==> src/rtl/async_fifo_pkg.sv <==
// Shared definitions for the async_fifo read-side stream adapter.
package async_fifo_pkg;

    localparam int unsigned DEFAULT_PREFETCH_DEPTH = 3;

    localparam int unsigned BEAT_BITS = 32;

    // Width needed to hold an occupancy count of 0..depth.
    function automatic int unsigned level_width(input int unsigned depth);
        return $clog2(depth + 1);
    endfunction

    // One stream beat as seen on the m_valid/m_data pair.
    typedef struct packed {
        logic                 valid;
        logic [BEAT_BITS-1:0] data;
    } stream_beat_t;

endpackage

==> src/rtl/prefetch_ring_buf.sv <==
// Small circular prefetch buffer: storage, head/tail pointers and occupancy.
module prefetch_ring_buf
    import async_fifo_pkg::*;
#(
    parameter int unsigned BITS  = 32,
    parameter int unsigned DEPTH = DEFAULT_PREFETCH_DEPTH
) (
    input  logic                            clk,
    input  logic                            rst_n,
    input  logic                            push,
    input  logic [BITS-1:0]                 push_data,
    input  logic                            pop,
    input  logic                            clear,
    output logic [BITS-1:0]                 head_data,
    output logic [level_width(DEPTH)-1:0]   occ
);

    localparam int unsigned LW       = level_width(DEPTH);
    localparam int unsigned PTR_BITS = (DEPTH > 1) ? $clog2(DEPTH) : 1;

    logic [BITS-1:0]     mem [DEPTH];
    logic [PTR_BITS-1:0] head;
    logic [PTR_BITS-1:0] tail;

    // Compare-and-reset so non-power-of-two depths wrap correctly.
    function automatic logic [PTR_BITS-1:0] next_ptr(input logic [PTR_BITS-1:0] p);
        return (p == PTR_BITS'(DEPTH - 1)) ? '0 : p + 1'b1;
    endfunction

    assign head_data = mem[head];

    // Storage, pointer and occupancy update; clear discards everything.
    always_ff @(posedge clk or negedge rst_n) begin
        if (!rst_n) begin
            head <= '0;
            tail <= '0;
            occ  <= '0;
            for (int unsigned i = 0; i < DEPTH; i++) begin
                mem[i] <= '0;
            end
        end else if (clear) begin
            head <= '0;
            tail <= '0;
            occ  <= '0;
        end else begin
            if (push) begin
                mem[tail] <= push_data;
                tail      <= next_ptr(tail);
            end
            if (pop) begin
                head <= next_ptr(head);
            end
            occ <= occ + LW'(push) - LW'(pop);
        end
    end

    // The issue logic guarantees a free slot for every arriving word.
    a_no_overflow: assert property (@(posedge clk) disable iff (!rst_n)
        !(push && !pop && !clear && occ == LW'(DEPTH)));

endmodule

==> src/rtl/fifo_read_stream_adapter.sv <==
// Read-side adapter: pulls words from async_fifo and presents a valid/ready stream.
module fifo_read_stream_adapter
    import async_fifo_pkg::*;
#(
    parameter int unsigned BITS     = 32,
    parameter int unsigned DEPTH    = DEFAULT_PREFETCH_DEPTH,
    parameter int unsigned CNT_BITS = 16
) (
    input  logic                            read_clk,
    input  logic                            read_rst_n,
    output logic                            p_read_en,
    input  logic [BITS-1:0]                 p_read_data,
    input  logic                            p_read_empty,
    output logic                            m_valid,
    output logic [BITS-1:0]                 m_data,
    input  logic                            m_ready,
    input  logic                            flush,
    output logic [level_width(DEPTH)-1:0]   level,
    output logic [CNT_BITS-1:0]             words_out
);

    localparam int unsigned LW = level_width(DEPTH);

    logic          in_flight;
    logic          drop;
    logic          push;
    logic          pop;
    logic [LW-1:0] occ;
    logic [LW:0]   outstanding;

    // Issue a read only when a slot is reserved for it (buffered + in flight).
    always_comb begin
        outstanding = {1'b0, occ} + (LW + 1)'(in_flight);
        p_read_en   = read_rst_n && !p_read_empty && !flush &&
                      (outstanding < (LW + 1)'(DEPTH));
    end

    assign push    = in_flight && !drop && !flush;
    assign pop     = m_valid && m_ready;
    assign m_valid = (occ != '0);
    assign level   = occ;

    prefetch_ring_buf #(
        .BITS  (BITS),
        .DEPTH (DEPTH)
    ) u_ring (
        .clk       (read_clk),
        .rst_n     (read_rst_n),
        .push      (push),
        .push_data (p_read_data),
        .pop       (pop),
        .clear     (flush),
        .head_data (m_data),
        .occ       (occ)
    );

    // Track the outstanding FIFO read, the flush drop flag and delivered words.
    always_ff @(posedge read_clk or negedge read_rst_n) begin
        if (!read_rst_n) begin
            in_flight <= 1'b0;
            drop      <= 1'b0;
            words_out <= '0;
        end else begin
            in_flight <= p_read_en;
            drop      <= flush && in_flight;
            if (pop) begin
                words_out <= words_out + 1'b1;
            end
        end
    end

endmodule

==> config.mk <==
export PLATFORM = sky130hd
export DESIGN_NAME = fifo_read_stream_adapter
export DESIGN_NICKNAME = d
export VERILOG_FILES = /design/src/rtl/async_fifo_pkg.sv /design/src/rtl/prefetch_ring_buf.sv /design/src/rtl/fifo_read_stream_adapter.sv
export SDC_FILE = /design/constraint.sdc
export NUM_CORES = 1
export LEC_CHECK = 0
export BUFFER_PORTS_ARGS = -buffer_cell sky130_fd_sc_hd__buf_2
export CAP_MARGIN = 20
export CORE_UTILIZATION = 42
export CTS_BUF_LIST = sky130_fd_sc_hd__clkbuf_4 sky130_fd_sc_hd__clkbuf_8
export CTS_CLUSTER_DIAMETER = 80
export DETAILED_ROUTE_END_ITERATION = 12
export GPL_TIMING_DRIVEN = 1
export SLEW_MARGIN = 0
export SYNTH_ARGS = -nofsm -noshare
export SYNTH_HDL_FRONTEND = slang
export SYNTH_SLANG_ARGS = --single-unit
==> constraint.sdc <==
create_clock -name read_clk -period 1.7 [get_ports read_clk]
set_input_delay 0.085 -clock read_clk [delete_from_list [all_inputs] [get_ports read_clk]]
set_output_delay 0.085 -clock read_clk [all_outputs]
set_load 0.03 [all_outputs]
==> results.md <==
* Top-Level Pins at between 80 and 90
* Crit Reg-Reg Startpoint: in_flight
* RSZ-0062 raised after global routing: true
* Largest net degree at the start of global routing at approximately 120
* DPL Wire Length at ~7100 um
* Grt ovf at 0
* Share of layout cells above drive strength 1 at approximately 52%
* Die W at 115 um
* H-tree Lvls at 4
* Final Power at between 10 and 15 mW
* Post-Synthesis Cells at 410
* Total length of routed wires at 12000 um
* Sequential fraction of the synthesis area at 55.9%
* Post-DR wirelength/cell at 16.1 um
* Final setup viols at 21
* Main synth FF type: dfrtp_1
* Asr flop ratio synth at between 90% and 100%
* Post-synthesis register bit count at 120
* Most frequent cell after synthesis: dfrtp_1
* Failing checks: setup timing
* Fmax at between 0.4 and 0.5 GHz
* # rows at 40
* Clock latency on the worst-skew pair at 0.43 ns
* Number of flops mapped to enable cells by yosys at 0
* Root buffer cell: clkbuf_8
* Critical path's most frequent cell: ha_4
* Worst Setup SP: in_flight
* Via count at about 3800
* Min-Delay Path Class: in -> reg
* Starting Density at between 40 and 50%
* Clock tree buffer depth at 2
* Tot GR Track Use at between 20 and 25%
* Min-delay src: flush
* P&R area growth vs syn at 40.6%
* Nets at 611
* Worst-path clk slew at 0.06 ns
* Clk sinks at 120
* Die ar. at around 13000 sq um
* Leakage at 3.73 nW
* CTS Buf Count at 17
* Fill cells at a little under 1000
* Via density at 5.03
* CP Class: reg -> out
* Startpoint Class: flop
* Net count after synthesis at between 400 and 500
* DP Worst Slack at 0.0469 ns
* Critical Path Max Stage Delay at 0.49 ns
* Mapped cell area at approximately 5400 sq um
* Crit end category: output port
* Crit Path Max Fanout at 3
* DRC at 0
* Clk_skew at about 0.0059 ns
* First-pass GRT wire length at 19700 um
* Vias in the first global route at 3948
* Dpl cell area at a little over 6000 sq um
* Ys Warns at 0
* Cell type with the largest total area after synthesis: dfrtp_1
* Antenna violations before repair at 0
* Data arrival time of the critical path at ~2.0 ns
* IO Port Bufs at 88
* Power per cell area at 1350 nW/um^2
* Mean Syn Cell Area at between 10 and 15 sq um
* Critical-path cell list: ha_4 -> ha_4 -> or4b_4 -> a21oi_4 -> buf_6
* Initial DRC Count at ~120
* Ranking of synthesized cells by area: dfrtp_1 56%, mux2_2 20%, mux2i_1 6.3%, nand2_1 3.1%, o21ai_0 3.0%
* Fin area at about 7500 sq um
* Setup ws final at -0.337 ns
* Max-slew violations at 0
* Outcome: finished, violations left
* Top cell family by delay on the critical path: simple AND/OR/NAND/NOR gates
* Synth cell count leaders: 120 x dfrtp_1, 96 x mux2_2, 44 x nand2_1
* Top cell type's share of synthesized area at 55.9%
* Core box area at 12200 sq um
* Critical-path top delay cell: or4b_4
* Slew HR at a little under three fifths
* Crit share post-route at 120%
* # diodes at 0
* TritonCTS clock tree: done
* Hold Vio Cnt, Final at 0
* Max-cap viol count at 0
* Worst EP required at between 1.5 and 2 ns
* Gp weighted congestion at approximately 0.72
* First-pass iteration count of the detailed router at 4
* Worst-Margin Slew at 0.638 ns
* WP buf/inv at 1
* Netlist cell types at 29
* Antenna-violating nets left at 0
* Min Tclk post-route at roughly 2.0 ns
* Maximum vdd drop at around 0.00079 V
* Die height at 115 um
[kinds of logic after synthesis]
group	synth area share (%)
DFF	55.9
AOI/OAI and AO/OA	3.43
muxes	26.5
and+or+nand+nor	6.83
xor gates and xnor gates	2.77
adders and majority gates	1.17
buffers and inverters	3.38
[worst min-delay path: cells and delay by family]
kind | cells | cell delay, ns
compound gates | 1 | 0.03
simple gates | 1 | 0.16
buf+inv | 1 | 0.14
[timing repair]
| item | in CTS | in global routing |
|---|---|---|
| cloned | 3 | 1 |
| setup endpoints to repair | 33 | 34 |
| buffers inserted | 13 | 5 |
| pin swaps | 9 | 17 |
| hold endpoints to repair | 224 | 0 |
| hold buffers | 35 | 0 |
| gates resized for setup | 105 | 56 |
[per-stage QoR]
step / setup TNS (ns) / utilization (%) / cells / hold WS, ns
after global placement: 0 / 50.1 / 662 / 0.253
after CTS: -3.61 / 59.6 / 743 / -0.00962
after global routing: -8.72 / 61.8 / 748 / 0.000599
after detailed placement: 0 / 50.1 / 662 / 0.254
after floorplan: -0.00477 / - / 410 / -0.211
final: -2.34 / 61.8 / 748 / 0.0276
[report_power, final]
part	switching, mW	internal, mW
sequential	0.333	3.33
clock	1.02	1.19
combinational	2.33	1.96
[cell type report]
cell class | count | area (sq um) | share of cell area (%)
Sequential cell | 120 | 3010 | 39.8
Multi-Input combinational cell | 265 | 2430 | 32.2
Timing Repair Buffer | 161 | 1540 | 20.4
Clock buffer | 26 | 320 | 4.24
Tap cell | 168 | 210 | 2.79
Clock inverter | 4 | 20.0 | 0.265
Inverter | 4 | 15.0 | 0.199
[final timing paths]
kind / cells after the start / endpoint / slack, ns
max: 5 / p_read_en / -0.34
min: 3 / in_flight / 0.03
max reg2reg: 6 / u_ring.mem[48] / 0
min reg2reg: 1 / words_out[15] / 0.48
max in group asynchronous: 3 / u_ring.occ[0] / 0.91
min in group asynchronous: 3 / words_out[8] / 0.29
[flip-flops by register name, indices dropped and copies added, names as in the netlist]
register     count
words_out       16
u_ring.head      2
drop             1
u_ring.tail      2
u_ring.occ       2
u_ring.mem      96
in_flight        1
[layout by cell type (no fill, tap or decap), types with 2 or more instances in the layout]
master,instances
xnor2_1,12
dlygate4sd3_1,35
inv_1,3
dfrtp_1,118
a21oi_1,2
buf_12,17
o21ai_2,15
nor3_1,3
clkbuf_8,20
nor2_1,8
nand2_4,11
nor2b_1,2
clkbuf_4,6
buf_6,22
mux2_4,3
nand4_1,5
o21ai_1,16
xor2_1,5
ha_4,2
o21ai_4,2
dfrtp_2,2
nand2_2,7
and3_1,2
buf_2,54
and4_1,2
buf_16,3
nand2_1,26
buf_4,28
nor2b_4,2
mux2i_1,32
nand3_1,4
mux2i_2,2
ha_1,3
clkinv_2,4
mux2_2,93
[routing by layer]
| metal | up-vias | track usage, % | routed length (um) |
|---|---|---|---|
| li1 | 1751 | - | - |
| met1 | 1919 | 25.6 | 5310 |
| met2 | 83 | 32.7 | 6010 |
| met3 | 12 | 5.75 | 528 |
| met4 | 0 | 7.53 | 166 |
| met5 | - | 0 | 0 |
No activity file was read; power rests on OpenSTA's default activity.
